### config.mk
export PLATFORM = sky130hd
export DESIGN_NAME = cmplx_mult_sched
export DESIGN_NICKNAME = d
export VERILOG_FILES = /design/src/rtl/cmplx_mult_sched.sv
export SDC_FILE = /design/constraint.sdc
export NUM_CORES = 1
export LEC_CHECK = 0
export BUFFER_PORTS_ARGS = -buffer_cell sky130_fd_sc_hd__buf_2
export CORE_ASPECT_RATIO = 1.5
export CORE_MARGIN = 2
export CORE_UTILIZATION = 50
export CTS_CLUSTER_DIAMETER = 150
export DETAILED_ROUTE_END_ITERATION = 8
export PLACE_DENSITY_LB_ADDON = 0.15
export SYNTH_ARGS = -nofsm -noshare
export SYNTH_HDL_FRONTEND = slang
export SYNTH_SLANG_ARGS = --single-unit
### constraint.sdc
create_clock -name clk -period 6.5 [get_ports clk]
set_input_delay 1.95 -clock clk [delete_from_list [all_inputs] [get_ports clk]]
set_output_delay 1.95 -clock clk [all_outputs]
set_load 0.005 [all_outputs]
### src/rtl/cmplx_mult_sched.sv
// Complex multiply sequencer: one (ar + j*ai)*(wr + j*wi) per transaction,
// time-multiplexed over a single shared external signed fixed-point multiplier.
module cmplx_mult_sched #(
    parameter int WORD_SIZE = 37
) (
    input  logic                 clk,
    input  logic                 rst_n,
    input  logic                 in_valid,
    output logic                 in_ready,
    input  logic [WORD_SIZE-1:0] a_re,
    input  logic [WORD_SIZE-1:0] a_im,
    input  logic [WORD_SIZE-1:0] w_re,
    input  logic [WORD_SIZE-1:0] w_im,
    output logic [WORD_SIZE-1:0] mult_a,
    output logic [WORD_SIZE-1:0] mult_b,
    input  logic [WORD_SIZE-1:0] mult_c,
    output logic                 out_valid,
    input  logic                 out_ready,
    output logic [WORD_SIZE-1:0] p_re,
    output logic [WORD_SIZE-1:0] p_im,
    output logic                 busy,
    output logic [2:0]           dbg_state
);

    // Handshakes: a transfer happens on a rising edge where valid and ready are
    // both high; valid never depends combinationally on ready on either side.

    typedef enum logic [2:0] {
        IDLE   = 3'd0,
        MUL_RR = 3'd1,
        MUL_II = 3'd2,
        MUL_RI = 3'd3,
        MUL_IR = 3'd4,
        DONE   = 3'd5
    } state_t;

    state_t                 state_q,  state_d;
    logic [WORD_SIZE-1:0]   ar_q,     ar_d;
    logic [WORD_SIZE-1:0]   ai_q,     ai_d;
    logic [WORD_SIZE-1:0]   wr_q,     wr_d;
    logic [WORD_SIZE-1:0]   wi_q,     wi_d;
    logic [WORD_SIZE-1:0]   acc_re_q, acc_re_d;
    logic [WORD_SIZE-1:0]   acc_im_q, acc_im_d;

    always_ff @(posedge clk) begin
        if (!rst_n) begin
            state_q  <= IDLE;
            ar_q     <= '0;
            ai_q     <= '0;
            wr_q     <= '0;
            wi_q     <= '0;
            acc_re_q <= '0;
            acc_im_q <= '0;
        end else begin
            state_q  <= state_d;
            ar_q     <= ar_d;
            ai_q     <= ai_d;
            wr_q     <= wr_d;
            wi_q     <= wi_d;
            acc_re_q <= acc_re_d;
            acc_im_q <= acc_im_d;
        end
    end

    always_comb begin
        state_d  = state_q;
        ar_d     = ar_q;
        ai_d     = ai_q;
        wr_d     = wr_q;
        wi_d     = wi_q;
        acc_re_d = acc_re_q;
        acc_im_d = acc_im_q;
        mult_a   = '0;
        mult_b   = '0;
        case (state_q)
            IDLE: begin
                if (in_valid) begin
                    ar_d    = a_re;
                    ai_d    = a_im;
                    wr_d    = w_re;
                    wi_d    = w_im;
                    state_d = MUL_RR;
                end
            end
            MUL_RR: begin
                mult_a   = ar_q;
                mult_b   = wr_q;
                acc_re_d = mult_c;
                state_d  = MUL_II;
            end
            MUL_II: begin
                mult_a   = ai_q;
                mult_b   = wi_q;
                acc_re_d = acc_re_q - mult_c;
                state_d  = MUL_RI;
            end
            MUL_RI: begin
                mult_a   = ar_q;
                mult_b   = wi_q;
                acc_im_d = mult_c;
                state_d  = MUL_IR;
            end
            MUL_IR: begin
                mult_a   = ai_q;
                mult_b   = wr_q;
                acc_im_d = acc_im_q + mult_c;
                state_d  = DONE;
            end
            DONE: begin
                // No bypass to a new transaction: IDLE must be visited first.
                if (out_ready) state_d = IDLE;
            end
            default: state_d = IDLE;
        endcase
    end

    assign in_ready  = (state_q == IDLE);
    assign out_valid = (state_q == DONE);
    assign busy      = (state_q != IDLE);
    assign p_re      = acc_re_q;
    assign p_im      = acc_im_q;
    assign dbg_state = state_q;

endmodule

==> metrics <==
outcome finished clean; Crit Path Class register to output pin; register bit total from synthesis 225; synth unique cells 75; met2 Resource Use GR 51.6%; # IOs 343; Ys Warns 0; Synth-to-Final Area Change 18.9%; placed instance area 15700 um2; cts hold-fix bufs 0; Post-synth top cells nand2_1, dfxtp_1, a21boi_0; Filler Cell Count 2577; post-route minimum period 5.26 ns; area of the multi-input gates 8700 um2; Synth Flop Type dfxtp_1; Slew HR 31.5%; Final #Nets 2271; Post-synth ARST share 0%; final wirelength 43400 um; RSZ-0062 raised after global routing false; pwr dens 270 nW/um2; crit path capture type output pin; Rows 74; reg2reg start p_im[0]; sw frac 34.3%; grt met1 use 30.3%; Slew @ Worst Pin 1.03 ns; GRT Total Usage 28.4%; Final Hold Fails 0; CTS max path bufs 3; clock-pin slew on the worst setup and hold paths 0.06 ns; Hold Path End wi_q[28]; dpl hpwl 31100 um; worst r2r dst p_im[36]; die width 140 um; final setup TNS 0 ns; CTS tree done; max_cap viols 0; Final Cell Area 16500 um2; area leader, netlist dfxtp_1; via count of the first global-routing pass 13300; Psw 1.53 mW; reg2reg setup slack 3.13 ns; sequential power share 37.0%; Top Usage Layer GRT met2; Final GP Congestion 1.04; Clk pwr share 31.3%; TritonCTS Sinks 225; initial core utilization 50.9%; Fmax 190 MHz; Root Buffer clkbuf_16; post-route ant nets 0; ratio of cells with drive above 1 in the final layout 21.3%; H-tree depth 1; vias 13600; number of synthesized flops with an enable pin 0; drc violations 0; die height 208 um; register area 4500 um2; Comb pwr share 31.7%; Mapped Cells 1753; Post-Synthesis Net Count 2016; Cell Area, Synth 13800 um2; Resized cells post-CTS 0; DR WL/cell 18.3 um; Worst-Skew Late Latency 0.53 ns; period utilization 80.9%; post-CTS setup repair buffer count 0; DRT iter0 DRCs 660; Pre-antenna DRT Iters 5; Syn Area/Cell 7.90 um2; total CTS buffers 24; Worst Skew 0.00830 ns; Crit path arrival time 3.31 ns; Final Max Slew Viols 0; GR Layer Usage met3 6.85%; Seq/Total Area, Yosys 32.5%; Min-Delay Path Class register to register; largest net degree at the start of global routing 123; count leader, synth nand2_1; CP max FO 50; Synth top area share 32.5%; first-pass GRT wire length 67900 um; Pleak 7.94 nW; hold path cells 2; core area 27200 um2; maximum VDD drop 231 uV; cell internal pwr 2.92 mW; vias per cell 5.76; IO Port Bufs 342; R2R depth 11; initial antenna violation count 8; CP required 4.55 ns; Die Area 29100 um2; final setup violation count 0; Hold Path Origin wi_q[28]; global route overflow 0; critical path launch point type register; main area contributors after synthesis dfxtp_1, nand2_1, a21boi_0
-- power groups by stage --
stage	Sequential, mW	Combinational [mW]	Clock (mW)
finish	1.65	1.41	1.39
global route	1.66	1.57	1.48
CTS	1.65	1.41	1.43
detailed placement	1.68	1.40	0
global placement	1.67	1.38	0
floorplan	1.64	0.977	0
-- cells by family after synthesis --
| kind of cell | share of synthesized area [%] |
|---|---|
| flip-flops | 32.5 |
| multiplexers | 2.90 |
| adder cells (fa/ha/maj) | 6.79 |
| buffers and inverters | 4.93 |
| AND/OR/NAND/NOR | 19.4 |
| XOR/XNOR | 3.48 |
| AO/OA/AOI/OAI | 30.0 |
-- flip-flops by register name, summed over array words and instances, names as in the netlist --
signal and flops:
p_re 37, ar_q 37, wi_q 37, ai_q 37, dbg_state 3, wr_q 37
p_im 37
-- per-layer routing --
layer	routed length (um)	part of all wire [%]
met1	16200	37
met4	2140	4.9
met5	35	0.081
met2	22100	51
met3	2960	6.8
-- how the worst max path moves through the flow --
| stage | from | endpoint |
|---|---|---|
| 2_1_floorplan | mult_c[0] | p_re[32] |
| 3_3_place_gp | mult_c[0] | p_im[36] |
| 3_5_place_dp | mult_c[0] | p_im[36] |
| 4_1_cts | dbg_state[1] | mult_a[7] |
| 5_1_grt | dbg_state[1] | mult_a[14] |
| 6_report | dbg_state[1] | mult_a[7] |
-- critical path: stages, from the launching register on --
cell and delay [ns]:
dfxtp_1 0.80, nor2b_2 0.26, buf_4 0.43, nand2b_2 0.08, buf_4 0.30, nand2_1 0.13
buf_4 0.40, a22o_1 0.22, buf_2 0.11
-- cell type report --
cell class,instances,share of cell area [%]
multi-input cells,1348,52.8
flip-flops and latches,225,27.4
repair buffers,356,11.1
clock buffers,33,4.23
well taps,342,2.60
inverters,53,1.21
clock inverters,7,0.532
diodes,5,0.0760
-- through the flow --
step | util [%] | cells | power (mW) | setup WS, ns | hold WS [ns]
6_report | 60.5 | 2369 | 4.45 | 1.24 | 0.461
5_1_grt | 60.5 | 2368 | 4.71 | 1.05 | 0.481
4_1_cts | 60.4 | 2364 | 4.49 | 1.20 | 0.464
3_5_place_dp | 57.6 | 2324 | 3.08 | 1.46 | 0.456
3_3_place_gp | 57.6 | 2324 | 3.05 | 1.49 | 0.449
2_1_floorplan | - | 1753 | 2.62 | 2.00 | 0.443
-- cells in the final DEF, fill, tap and decap left out, drive strengths merged, types with 28 or more instances in the layout --
cell type  synthesis  layout
o211ai            28      28
nand2            418     418
a22o              74      74
o21ai             71      71
a21oi             83      83
o211a             34      34
mux2i             30      30
xor2              29      29
nor2              40      40
buf               14     356
ha                72      72
a21o              42      42
a21boi           153     153
dfxtp            225     225
clkbuf           113      33
inv               53      53
Note: power is estimated with default switching activity, not from simulation.
